==> src/rtl/tx_hex_display_scanner_pkg.sv <==
// Shared types and constants for the TX hex display scanner: scan FSM states,
// digit slot indices and the all-digits-off enable pattern.
package tx_disp_pkg;

  typedef enum logic {
    ST_BLANK = 1'b0,
    ST_SCAN  = 1'b1
  } scan_state_t;

  localparam logic [1:0] DIG_LB_LO  = 2'd0;
  localparam logic [1:0] DIG_LB_HI  = 2'd1;
  localparam logic [1:0] DIG_CNT_LO = 2'd2;
  localparam logic [1:0] DIG_CNT_HI = 2'd3;

  localparam logic [3:0] EN_OFF = 4'b1111;

  // Active-low enable pattern that lights only the digit at idx.
  function automatic logic [3:0] digit_on_n(input logic [1:0] idx);
    logic [3:0] one;
    one = 4'b0001;
    return ~(one << idx);
  endfunction

endpackage

==> src/rtl/tx_hex_display_scanner_if.sv <==
// Byte-capture inputs and display outputs of the scanner, plus scan FSM
// debug visibility (current state and digit index).
interface tx_hex_display_scanner_if;
  import tx_disp_pkg::*;

  // byte_valid is a single-cycle strobe with no back-pressure: the byte on
  // byte_in is taken on every rising edge where byte_valid is high.
  logic        byte_valid;
  logic [7:0]  byte_in;
  logic        cnt_clr;
  logic [3:0]  nibble_out;
  logic [3:0]  digit_en_n;
  logic [7:0]  byte_cnt;
  scan_state_t dbg_state;
  logic [1:0]  dbg_digit_idx;

  modport master (
    output byte_valid, byte_in, cnt_clr,
    input  nibble_out, digit_en_n, byte_cnt, dbg_state, dbg_digit_idx
  );

  modport slave (
    input  byte_valid, byte_in, cnt_clr,
    output nibble_out, digit_en_n, byte_cnt, dbg_state, dbg_digit_idx
  );

endinterface

==> src/rtl/tx_hex_display_scanner_byte_tracker.sv <==
// Holds the last transmitted byte and a wrapping 8-bit count of bytes sent.
// A clear in the same cycle as a strobe zeroes the count but still captures the byte.
module tx_byte_tracker (
  input  logic       clk,
  input  logic       rst,
  input  logic       i_byte_valid,
  input  logic [7:0] i_byte_in,
  input  logic       i_cnt_clr,
  output logic [7:0] o_last_byte,
  output logic [7:0] o_byte_cnt
);

  logic [7:0] r_last_byte;
  logic [7:0] r_byte_cnt;

  always_ff @(posedge clk) begin
    if (rst) begin
      r_last_byte <= 8'h00;
      r_byte_cnt  <= 8'h00;
    end else begin
      if (i_byte_valid) begin
        r_last_byte <= i_byte_in;
      end
      if (i_cnt_clr) begin
        r_byte_cnt <= 8'h00;
      end else if (i_byte_valid) begin
        r_byte_cnt <= r_byte_cnt + 8'h01;
      end
    end
  end

  assign o_last_byte = r_last_byte;
  assign o_byte_cnt  = r_byte_cnt;

endmodule

==> src/rtl/tx_hex_display_scanner.sv <==
// Four-digit hex scanner (last byte, then byte count) with a blanking gap
// between digit slots. Optional macro TX_DISP_LZB_EN blanks a zero count MSD.
module tx_hex_display_scanner
  import tx_disp_pkg::*;
#(
  parameter int REFRESH_DIV  = 50000,
  parameter int BLANK_CYCLES = 16
) (
  input logic                     clk,
  input logic                     rst,
  tx_hex_display_scanner_if.slave bus
);

  localparam int TMAX = (REFRESH_DIV > BLANK_CYCLES) ? REFRESH_DIV : BLANK_CYCLES;
  localparam int TW   = (TMAX > 1) ? $clog2(TMAX) : 1;
  localparam logic [TW-1:0] T_SCAN_END  = TW'(REFRESH_DIV - 1);
  localparam logic [TW-1:0] T_BLANK_END = TW'(BLANK_CYCLES - 1);

  logic [7:0]  w_last_byte;
  logic [7:0]  w_byte_cnt;

  scan_state_t r_state;
  scan_state_t w_state_nxt;
  logic [TW-1:0] r_timer;
  logic [TW-1:0] w_timer_nxt;
  logic [1:0]  r_idx;
  logic [1:0]  w_idx_nxt;
  logic [3:0]  r_nibble;
  logic [3:0]  w_nibble_nxt;
  logic [3:0]  r_en_n;
  logic [3:0]  w_en_n_nxt;
  logic        w_timer_done;
  logic [3:0]  w_sel_nibble;
  logic        w_lz_blank;

  tx_byte_tracker u_tracker (
    .clk          (clk),
    .rst          (rst),
    .i_byte_valid (bus.byte_valid),
    .i_byte_in    (bus.byte_in),
    .i_cnt_clr    (bus.cnt_clr),
    .o_last_byte  (w_last_byte),
    .o_byte_cnt   (w_byte_cnt)
  );

  assign w_timer_done = (r_state == ST_BLANK) ? (r_timer == T_BLANK_END)
                                              : (r_timer == T_SCAN_END);

  always_comb begin
    w_sel_nibble = 4'h0;
    case (r_idx)
      DIG_LB_LO:  w_sel_nibble = w_last_byte[3:0];
      DIG_LB_HI:  w_sel_nibble = w_last_byte[7:4];
      DIG_CNT_LO: w_sel_nibble = w_byte_cnt[3:0];
      DIG_CNT_HI: w_sel_nibble = w_byte_cnt[7:4];
      default:    w_sel_nibble = 4'h0;
    endcase
  end

`ifdef TX_DISP_LZB_EN
  // Decided from the live count at the slot's load edge; the slot still runs full length.
  assign w_lz_blank = (r_idx == DIG_CNT_HI) && (w_byte_cnt[7:4] == 4'h0);
`else
  assign w_lz_blank = 1'b0;
`endif

  // State register: FSM state plus all registered scan outputs.
  always_ff @(posedge clk) begin
    if (rst) begin
      r_state  <= ST_BLANK;
      r_timer  <= '0;
      r_idx    <= DIG_LB_LO;
      r_nibble <= 4'h0;
      r_en_n   <= EN_OFF;
    end else begin
      r_state  <= w_state_nxt;
      r_timer  <= w_timer_nxt;
      r_idx    <= w_idx_nxt;
      r_nibble <= w_nibble_nxt;
      r_en_n   <= w_en_n_nxt;
    end
  end

  // Next-state logic.
  always_comb begin
    w_state_nxt = r_state;
    case (r_state)
      ST_BLANK: if (w_timer_done) w_state_nxt = ST_SCAN;
      ST_SCAN:  if (w_timer_done) w_state_nxt = ST_BLANK;
      default:  w_state_nxt = ST_BLANK;
    endcase
  end

  // Output logic: the nibble is latched only when a slot opens, so
  // mid-slot data changes wait for that digit's next slot.
  always_comb begin
    w_timer_nxt  = w_timer_done ? '0 : r_timer + TW'(1);
    w_idx_nxt    = r_idx;
    w_nibble_nxt = r_nibble;
    w_en_n_nxt   = r_en_n;
    case (r_state)
      ST_BLANK: begin
        if (w_timer_done) begin
          w_nibble_nxt = w_sel_nibble;
          w_en_n_nxt   = w_lz_blank ? EN_OFF : digit_on_n(r_idx);
        end
      end
      ST_SCAN: begin
        if (w_timer_done) begin
          w_en_n_nxt = EN_OFF;
          w_idx_nxt  = r_idx + 2'd1;
        end
      end
      default: begin
        w_en_n_nxt = EN_OFF;
      end
    endcase
  end

  assign bus.nibble_out    = r_nibble;
  assign bus.digit_en_n    = r_en_n;
  assign bus.byte_cnt      = w_byte_cnt;
  assign bus.dbg_state     = r_state;
  assign bus.dbg_digit_idx = r_idx;

endmodule

==> src/flat_wrapper.sv <==
// flat-port wrapper written by rule: the top's interface ports become plain ports
module tx_hex_display_scanner_flat import tx_disp_pkg::*;
#(
  parameter int REFRESH_DIV  = 50000,
  parameter int BLANK_CYCLES = 16
)
  (clk, rst, bus_byte_valid, bus_byte_in, bus_cnt_clr, bus_nibble_out, bus_digit_en_n, bus_byte_cnt, bus_dbg_state, bus_dbg_digit_idx);
  tx_hex_display_scanner_if bus_i ();
  input logic clk;
  input logic rst;
  input wire logic [$bits(bus_i.byte_valid)-1:0] bus_byte_valid;
  input wire logic [$bits(bus_i.byte_in)-1:0] bus_byte_in;
  input wire logic [$bits(bus_i.cnt_clr)-1:0] bus_cnt_clr;
  output wire logic [$bits(bus_i.nibble_out)-1:0] bus_nibble_out;
  output wire logic [$bits(bus_i.digit_en_n)-1:0] bus_digit_en_n;
  output wire logic [$bits(bus_i.byte_cnt)-1:0] bus_byte_cnt;
  output wire logic [$bits(bus_i.dbg_state)-1:0] bus_dbg_state;
  output wire logic [$bits(bus_i.dbg_digit_idx)-1:0] bus_dbg_digit_idx;
  assign bus_i.byte_valid = bus_byte_valid;
  assign bus_i.byte_in = bus_byte_in;
  assign bus_i.cnt_clr = bus_cnt_clr;
  assign bus_nibble_out = bus_i.nibble_out;
  assign bus_digit_en_n = bus_i.digit_en_n;
  assign bus_byte_cnt = bus_i.byte_cnt;
  assign bus_dbg_state = bus_i.dbg_state;
  assign bus_dbg_digit_idx = bus_i.dbg_digit_idx;
  tx_hex_display_scanner #(.REFRESH_DIV(REFRESH_DIV), .BLANK_CYCLES(BLANK_CYCLES)) u_core (.clk(clk), .rst(rst), .bus(bus_i));
endmodule
==> config.mk <==
export PLATFORM = sky130hd
export DESIGN_NAME = tx_hex_display_scanner_flat
export DESIGN_NICKNAME = d
export VERILOG_FILES = /design/src/rtl/tx_hex_display_scanner_pkg.sv /design/src/rtl/tx_hex_display_scanner_if.sv /design/src/rtl/tx_hex_display_scanner_byte_tracker.sv /design/src/rtl/tx_hex_display_scanner.sv /design/src/flat_wrapper.sv
export SDC_FILE = /design/constraint.sdc
export NUM_CORES = 1
export LEC_CHECK = 0
export ABC_AREA = 1
export BUFFER_PORTS_ARGS = -buffer_cell sky130_fd_sc_hd__buf_2
export CORE_MARGIN = 8
export CORE_UTILIZATION = 56
export CTS_BUF_LIST = sky130_fd_sc_hd__clkbuf_4 sky130_fd_sc_hd__clkbuf_8 sky130_fd_sc_hd__clkbuf_16
export DETAILED_ROUTE_END_ITERATION = 16
export PLACE_DENSITY = 0.81
export SLEW_MARGIN = 5
export SYNTH_ARGS = -nofsm -noshare
export SYNTH_HDL_FRONTEND = slang
export SYNTH_SLANG_ARGS = --single-unit
==> constraint.sdc <==
create_clock -name clk -period 2.05 [get_ports clk]
set_input_delay 0.205 -clock clk [delete_from_list [all_inputs] [get_ports clk]]
set_output_delay 0.205 -clock clk [all_outputs]
set_load 0.02 [all_outputs]
==> flow_summary.ini, run 1 <==
[timing]
fin_skew_ns = 0.007297
final_hold_viol_count = 0
rsz0062_at_grt = no
fin_tns_setup_ns = 0
fmax_ghz = 0.5407
slew_headroom_pct = 72.63
hold_ws_ns = 0.1279
min_period_ns = 1.849
tightest_slew_ns = 0.4097
setup_viol = 0
slew_viol_final = 0
fin_crit_sh_pct = 90.21

[critical_path]
required_ns = 2.24
crit_path_end_kind = flip-flop
cp-start-kind = flip-flop
arrival_ns = 2.04
cp_max_fo = 8
critPathKind = reg2reg

[global_route]
antenna_found_initial = 0
grt_usage_pct = 15.22
grt_pass1_wl_um = 7590
grt.overflow.total = 0
grt_pass1_vias = 1767
grt_start_max_net_pins = 17

[route]
first_iter_violations = 104
wl_um = 4256
postRouteAntennaNets = 0
dr.pass1.iters = 4
vias_per_cell = 5.084
num_vias = 1871
wire_per_inst_um = 11.57
remaining_drc_errors = 0

[power_and_ir_drop]
p_leak_uw = 0.001010
power_density_nw_per_um2 = 687.0
p_total_uw = 1624
irDropWorstVdd_mv = 0.3975

[synth]
yosysSeqAreaShare_pct = 41.72
synth-seq-cells = 43
ys.flop_type = dfxtp_1
synthDominantCellAreaShare_pct = 41.72
synth-async-reset-ratio_pct = 0
synth_edf_count = 0
yosysWarnings = 0
postSynthCellCount = 286
synth_top_cell_by_area = dfxtp_1
post_synth.cell_area_avg_um2 = 7.214
synth_area_um2 = 2063
synth_cell_type_count = 27
synth_fp_nets = 309
synth_area_leaders = dfxtp_1 (42%), nor2_1 (11%), nand2_1 (11%)

[cts]
cts_resized = 0
cts_sinks = 43
cts_tree = built
post_cts_buffers = 0
clk_path_buf_depth = 2
clockRootBuffer = clkbuf_8
clk_latency_ns = 0.29
cts_made_buffers = 5
holdBufCountCts = 0
clk_transition_reported_paths_ns = 0.08
htreeDepth = 2

[cells_and_area]
layout-drive-gt1-share_pct = 13.75
area_growth_pct = 14.55
layout.nets = 342
antenna_cells = 0
n_fill_cell = 338

[placement]
dpl.hpwl_um = 3290
io_buffers = 30
gp_congestion = 0.8169

[worst_hold_path]
min_path_type = in2reg

[die]
start_util_pct = 57.22
die_width_um = 76.70
fp.dieArea_um2 = 5883
fp-row-count = 22
ios = 31
core_um2 = 3606
die_h_um = 76.70

[status]
status = completed

[job]
drv_cap = 0
flip-flops by register name (all words and copies together) (netlist names):
name	count
u_core.bus.nibble_out	4
u_core.u_tracker.o_last_byte	8
u_core.bus.dbg_state	1
u_core.u_tracker.o_byte_cnt	8
u_core.bus.digit_en_n	4
u_core.bus.dbg_digit_idx	2
u_core.r_timer	16
synth_stat cells (3+ instances only):
library cell,count
xnor2_1,3
nand3_1,17
inv_1,30
nor3_1,3
nand2_1,60
o21ai_0,16
a21oi_1,11
dfxtp_1,43
xor2_1,6
nor2_1,61
a31oi_1,4
ha_1,11
nand4_1,4
a211o_1,4
cells by family after synthesis:
group           after synthesis  share of synthesized area, %
compound gates               35                         9.460
xor+xnor                      9                         3.821
fa+ha+maj                    11                         6.671
flops                        43                         41.72
buf+inv                      36                         7.337
simple gates                152                         30.99
where the power goes:
group	leakage [µW]	internal [µW]	switching [µW]	total [µW]
clock	0.0000618	401	296	697
sequential	0.000349	852	12.0	864
combinational	0.000599	23.9	39.4	63.3
critical path: stages (launching register included):
cell and delay (ns):
dfxtp_1 0.38, ha_1 0.23, nand3_1 0.13, nor2_1 0.13
nand3_2 0.15, ha_1 0.22, nor2_1 0.10, inv_1 0.12
a211o_1 0.30
final timing paths:
| check | startpoint | end | slack (ns) | cells after the start |
|---|---|---|---|---|
| setup reg to reg | u_core.r_timer[0]$_SDFF_PP0_ | u_core.bus.digit_en_n[1]$_SDFFE_PP1P_ | 0.20 | 8 |
| hold / removal | bus_byte_in[0] | u_core.u_tracker.o_last_byte[0]$_SDFFE_PP0P_ | 0.13 | 3 |
| setup / recovery | u_core.r_timer[0]$_SDFF_PP0_ | u_core.bus.digit_en_n[1]$_SDFFE_PP1P_ | 0.20 | 8 |
| hold reg to reg | u_core.bus.digit_en_n[1]$_SDFFE_PP1P_ | u_core.bus.digit_en_n[1]$_SDFFE_PP1P_ | 0.46 | 1 |
through the flow:
step | instances | util (%) | worst slack, ns | cell area, µm²
after floorplan | 286 | - | 0.2773 | 2063
after global placement | 360 | 62.18 | 0.2492 | 2242
after detailed placement | 360 | 62.18 | 0.1964 | 2242
after CTS | 368 | 65.54 | 0.2015 | 2364
after global routing | 368 | 65.54 | 0.07674 | 2364
final | 368 | 65.54 | 0.2006 | 2364
placed cells by master (no fill, tap or decap):
| cell type | n |
|---|---|
| a211o_1 | 4 |
| a21oi_1 | 11 |
| a31oi_1 | 4 |
| buf_2 | 30 |
| bufinv_16 | 1 |
| clkbuf_8 | 6 |
| clkinv_1 | 1 |
| dfxtp_1 | 43 |
| ha_1 | 11 |
| inv_1 | 30 |
| inv_2 | 1 |
| inv_6 | 1 |
| nand2_1 | 60 |
| nand2_2 | 1 |
| nand2_4 | 1 |
| nand3_1 | 17 |
| nand3_2 | 1 |
| nand3b_1 | 1 |
| nand4_1 | 4 |
| nor2_1 | 61 |
| nor2_2 | 1 |
| nor2_4 | 1 |
| nor3_1 | 3 |
| nor3b_1 | 1 |
| o21ai_0 | 16 |
| xnor2_1 | 3 |
| xor2_1 | 6 |
metal layers:
layer / part of all wire [%] / track usage [%] / vias up
met5: 0 / 0 / -
met4: 1.1 / 5.577 / 0
met3: 4.9 / 4.196 / 7
met2: 48 / 26.17 / 37
met1: 46 / 17.49 / 851
li1: - / - / 976
cell type report:
| class | count | area [µm²] | share of cell area (%) |
|---|---|---|---|
| Timing Repair Buffer | 30 | 150.1 | 6.353 |
| Sequential cell | 43 | 860.8 | 36.42 |
| Tap cell | 48 | 60.06 | 2.541 |
| Inverter | 32 | 120.1 | 5.082 |
| Clock inverter | 2 | 38.79 | 1.641 |
| Clock buffer | 6 | 82.58 | 3.494 |
| Multi-Input combinational cell | 207 | 1051 | 44.47 |
No activity file was read; power rests on OpenSTA's default activity.
==> run 2, diff against run 1 <==
ABC_AREA = not set   (was 1)
CORE_UTILIZATION = 55   (was 56)
PLACE_DENSITY = 0.8   (was 0.81)
==> flow_summary.ini, run 2 <==
[status]
status = finished, violations left
violations = setup timing

[timing]
fin_tns_setup_ns = -2.205
fin_crit_sh_pct = 113.2
rsz0062_at_grt = yes
slew_headroom_pct = 75.90
fmax_ghz = 0.4308
tightest_slew_ns = 0.3615
setup_viol = 11
final_hold_viol_count = 0
slew_viol_final = 0
post-route-worst-setup-slack_ns = -0.2711
min_period_ns = 2.321
fin_skew_ns = 0.003669

[route]
remaining_drc_errors = 0
postRouteAntennaNets = 0
wire_per_inst_um = 13.62
wl_um = 4101
first_iter_violations = 104
dr.pass1.iters = 5
vias_per_cell = 5.159
num_vias = 1553

[cells_and_area]
largest_reg_flops = 16
fin_area_um2 = 2366
mostFrequentLayoutCell = dfxtp_1
regMostFlops = u_core.r_timer
fin_cells = 301
layout.nets = 277
area_growth_pct = 20.91
layout_common_cells = dfxtp_1 (40), nor2_1 (39), buf_2 (30)
layout-drive-gt1-share_pct = 25.88
antenna_cells = 0

[global_route]
grt.overflow.total = 0
grt_start_max_net_pins = 18
grt_pass1_vias = 1583
grt_pass1_wl_um = 7003
antenna_found_initial = 0
grt_usage_pct = 16.13

[job]
drv_cap = 0

[critical_path]
crit_slowest_cell = or4_4
arrival_ns = 2.58
cp-start-kind = flip-flop
crit_path_end_kind = flip-flop
cp_max_fo = 7
path_cells = or4_1, o22a_2, or4_4, ha_4, nor2_4, nand3_1, o21ai_1, nand2_1
critPathKind = reg2reg
cp_slowest_stage_delay_ns = 0.54
required_ns = 2.31

[cts]
cts_tree = built
clockRootBuffer = clkbuf_4
clk_transition_reported_paths_ns = 0.12
cts_sinks = 43
cts_made_buffers = 5
clk_latency_ns = 0.36
clk_path_buf_depth = 2
htreeDepth = 2

[placement]
placed_cell_area_um2 = 2252
dp_slack_ns = -0.2706
gp_congestion = 0.7865
dpl.hpwl_um = 3012
dp.cells = 291
io_buffers = 30

[synth]
synth_cell_type_count = 27
ys.flop_type = dfxtp_1
yosysSeqAreaShare_pct = 43.99
yosysWarnings = 0
synth_area_um2 = 1957
netlist_top_cells_count = dfxtp_1 (43), nor2_1 (40), mux2i_1 (18), xnor2_1 (15), inv_1 (12)
synth_fp_nets = 233
synth_top_cell_by_area = dfxtp_1
synth-seq-cells = 43
postSynthCellCount = 210
synth_area_leaders = dfxtp_1 (44%), mux2i_1 (9.2%), nor2_1 (7.7%)
synthDominantCellAreaShare_pct = 43.99
synth-async-reset-ratio_pct = 0
synth_edf_count = 0
synth.most_common_cell = dfxtp_1
post_synth.cell_area_avg_um2 = 9.318

[worst_hold_path]
min_path_type = in2reg

[die]
die_h_um = 75.65
start_util_pct = 57.73
core_um2 = 3390
die_width_um = 75.65
fp.dieArea_um2 = 5723
fp-row-count = 21
ios = 31

[power_and_ir_drop]
p_leak_uw = 0.0009892
p_total_uw = 1489
power_density_nw_per_um2 = 629.5
irDropWorstVdd_mv = 0.3857
[run 2: metal layers]
metal / vias to the layer above / part of all wire [%] / routed length [µm] / global-route usage (%)
li1: 803 / - / - / -
met1: 711 / 46 / 1897 / 19.13
met2: 34 / 49 / 2016 / 26.37
met3: 5 / 3.0 / 123 / 4.605
met4: 0 / 1.6 / 64 / 7.249
met5: - / 0 / 0 / 0
[run 2: power by group]
group	internal [µW]	total, µW	leakage, µW	switching [µW]
Combinational	32.5	70.9	0.000591	38.4
Sequential	851	863	0.000350	11.6
Clock	288	556	0.0000482	268
Total	1170	1490	0.000989	318
[run 2: layout make-up]
class,instances,area [µm²]
Clock buffer,6,51.30
Clock inverter,2,35.03
Fill cell,271,1023
Inverter,12,45.04
Multi-Input combinational cell,148,1057
Sequential cell,43,864.6
Tap cell,46,57.56
Timing Repair Buffer,44,255.2
[run 2: kinds of logic (layout without fill, tap and decap cells)]
group / after synthesis / in the layout / share of synthesized area [%]
AND/OR/NAND/NOR: 84 / 84 / 19.95
flip-flops: 43 / 43 / 43.99
XOR/XNOR: 21 / 21 / 9.399
buffers and inverters: 19 / 64 / 4.412
multiplexers: 18 / 18 / 9.207
AO/OA/AOI/OAI: 14 / 14 / 6.011
adder cells (fa/ha/maj): 11 / 11 / 7.033
[run 2: stage by stage]
stage	hold WS [ns]	utilization, %
after floorplan	0.3521	-
after global placement	0.4436	66.45
after detailed placement	0.4512	66.45
after CTS	0.07867	69.80
after global routing	0.07708	69.80
final	0.08040	69.80
[run 2: critical path: cells and delay by family, from the launching register on]
family | cells | cell delay, ns
flip-flops | 1 | 0.34
AO/OA/AOI/OAI | 2 | 0.30
adder cells (fa/ha/maj) | 1 | 0.19
AND/OR/NAND/NOR | 5 | 1.39
[run 2: worst paths after layout]
kind | cells past startpoint | to | startpoint | slack [ns]
worst min-delay path | 3 | u_core.u_tracker.o_last_byte[0]$_SDFFE_PP0P_ | bus_byte_in[0] | 0.08
worst min register to register | 1 | u_core.r_timer[0]$_SDFF_PP0_ | u_core.r_timer[0]$_SDFF_PP0_ | 0.48
worst max register to register | 8 | u_core.bus.digit_en_n[3]$_SDFFE_PP1P_ | u_core.r_timer[14]$_SDFF_PP0_ | -0.27
worst max-delay path | 8 | u_core.bus.digit_en_n[3]$_SDFFE_PP1P_ | u_core.r_timer[14]$_SDFF_PP0_ | -0.27
[run 2: what timing repair did]
action                     4_1_cts  5_1_grt
setup buffers                    2        0
hold endpoints to repair         0        0
pin swaps                        3        1
hold buffers                     0        0
gates resized for setup          4        0
setup endpoints to repair       11       11
==> run 3, diff against run 2 <==
PLACE_DENSITY = 0.85   (was 0.8)
==> flow_summary.ini, run 3 (synthesis results as in run 2) <==
[global_route]
grt_pass1_wl_um = 7065
grt_usage_pct = 16.58
grt.overflow.total = 0
antenna_found_initial = 0
grt_start_max_net_pins = 18
grt_pass1_vias = 1536

[critical_path]
cp_slowest_stage_delay_ns = 0.53
cp_max_fo = 4
cp_num_buf_inv = 2
crit_path_frequent_cell = or4_4
cp-start-kind = flip-flop
path_delay_family = simple AND/OR/NAND/NOR gates
arrival_ns = 2.59
crit_slowest_cell = or4_4
path_cells = or4_4, o22a_2, or4_4, buf_4, inv_4, ha_2, mux2i_1, nor2_1
critPathKind = reg2reg
crit_path_end_kind = flip-flop
required_ns = 2.30

[timing]
slew_headroom_pct = 75.51
fin_crit_sh_pct = 114.2
post-route-worst-setup-slack_ns = -0.2904
setup_viol = 11
tightest_slew_ns = 0.3640
fmax_ghz = 0.4273
rsz0062_at_grt = yes
final_hold_viol_count = 0
slew_viol_final = 0
fin_skew_ns = 0.008831
min_period_ns = 2.340
fin_tns_setup_ns = -2.597

[cells_and_area]
largest_reg_flops = 16
antenna_cells = 0
fin_util_pct = 69.25
layout-drive-gt1-share_pct = 25.69
mostFrequentLayoutCell = dfxtp_1
layout.nets = 276
layout_common_cells = dfxtp_1 (40), nor2_1 (39), buf_2 (30)
fin_cells = 299
area_growth_pct = 19.95
regMostFlops = u_core.r_timer

[cts]
clk_transition_reported_paths_ns = 0.12
clockRootBuffer = clkbuf_4
clk_latency_ns = 0.35
cts_tree = built
clk_path_buf_depth = 2
cts_made_buffers = 5
cts_sinks = 43
htreeDepth = 2

[route]
dr.pass1.iters = 6
first_iter_violations = 113
wire_per_inst_um = 13.73
vias_per_cell = 5.284
remaining_drc_errors = 0
num_vias = 1580
postRouteAntennaNets = 0
wl_um = 4104

[power_and_ir_drop]
power_frac_clock_pct = 30.7
p_leak_uw = 0.0009716
irDropWorstVdd_mv = 0.4921
p_total_uw = 1347
comb_power_share_pct = 5.3
power_density_nw_per_um2 = 573.9
swShare_pct = 22.53
p_int_uw = 1044
seq_power_share_pct = 64.0
netSwitchingPower_uw = 303.5

[status]
status = finished, violations left
violations = setup timing

[placement]
io_buffers = 30
gp_congestion = 0.8213
dpl.hpwl_um = 3061
dp.cells = 290

[job]
drv_cap = 0

[die]
ios = 31
core_um2 = 3390
fp.dieArea_um2 = 5723
fp-row-count = 21
die_h_um = 75.65
die_width_um = 75.65
start_util_pct = 57.73

[worst_hold_path]
min_path_type = in2reg
==> run 3: worst paths after layout <==
path	start	end	slack [ns]	depth (start not counted)
worst max register to register	u_core.r_timer[14]$_SDFF_PP0_	u_core.bus.dbg_digit_idx[1]$_SDFFE_PP0P_	-0.29	8
worst min register to register	u_core.r_timer[0]$_SDFF_PP0_	u_core.r_timer[0]$_SDFF_PP0_	0.47	1
worst min-delay path	bus_byte_in[6]	u_core.u_tracker.o_last_byte[6]$_SDFFE_PP0P_	0.08	3
worst max-delay path	u_core.r_timer[14]$_SDFF_PP0_	u_core.bus.dbg_digit_idx[1]$_SDFFE_PP0P_	-0.29	8
==> run 3: cell type report <==
class                           count  area, µm²
Tap cell                           46      57.56
Sequential cell                    43      864.6
Multi-Input combinational cell    148       1061
Clock inverter                      1      5.005
Timing Repair Buffer               43      260.3
Clock buffer                        6      51.30
Inverter                           12      47.55
Fill cell                         246       1042
==> run 3: per-layer routing <==
layer / track usage (%) / vias up / wire (µm)
li1: - / 799 / -
met5: 0 / - / 0
met3: 5.658 / 8 / 238
met1: 20.16 / 731 / 1896
met2: 25.50 / 42 / 1875
met4: 8.102 / 0 / 94
==> run 3: power groups by stage <==
stage          clock network, µW  logic (µW)  registers (µW)
6_report                     413        71.4             863
3_5_place_dp                   0        72.3             881
5_1_grt                      460        79.2             865
2_1_floorplan                  0        48.6             880
4_1_cts                      436        72.2             862
3_3_place_gp                   0        69.7             881
==> run 3: what timing repair did <==
item | 4_1_cts | 5_1_grt
endpoints found under the setup margin | 11 | 11
gates resized for setup | 2 | 4
pin swaps | 2 | 1
hold buffers | 0 | 0
buffers inserted | 0 | 2
==> run 3: per-stage QoR <==
step | instance area (µm²) | hold WS, ns | setup slack, ns
after floorplan | 2006 | 0.3521 | -0.2063
after global placement | 2257 | 0.4429 | -0.1980
after detailed placement | 2257 | 0.4471 | -0.2778
after CTS | 2326 | 0.05795 | -0.2609
after global routing | 2347 | 0.08350 | -0.3843
final | 2347 | 0.07691 | -0.2904
==> run 3: worst reg2reg max path: cells and delay by family (launching register included) <==
kind / cells / cell delay (ns)
adders and majority gates: 1 / 0.19
DFF: 1 / 0.34
buffers and inverters: 2 / 0.22
AOI/OAI and AO/OA: 1 / 0.20
muxes: 1 / 0.19
and+or+nand+nor: 3 / 1.10
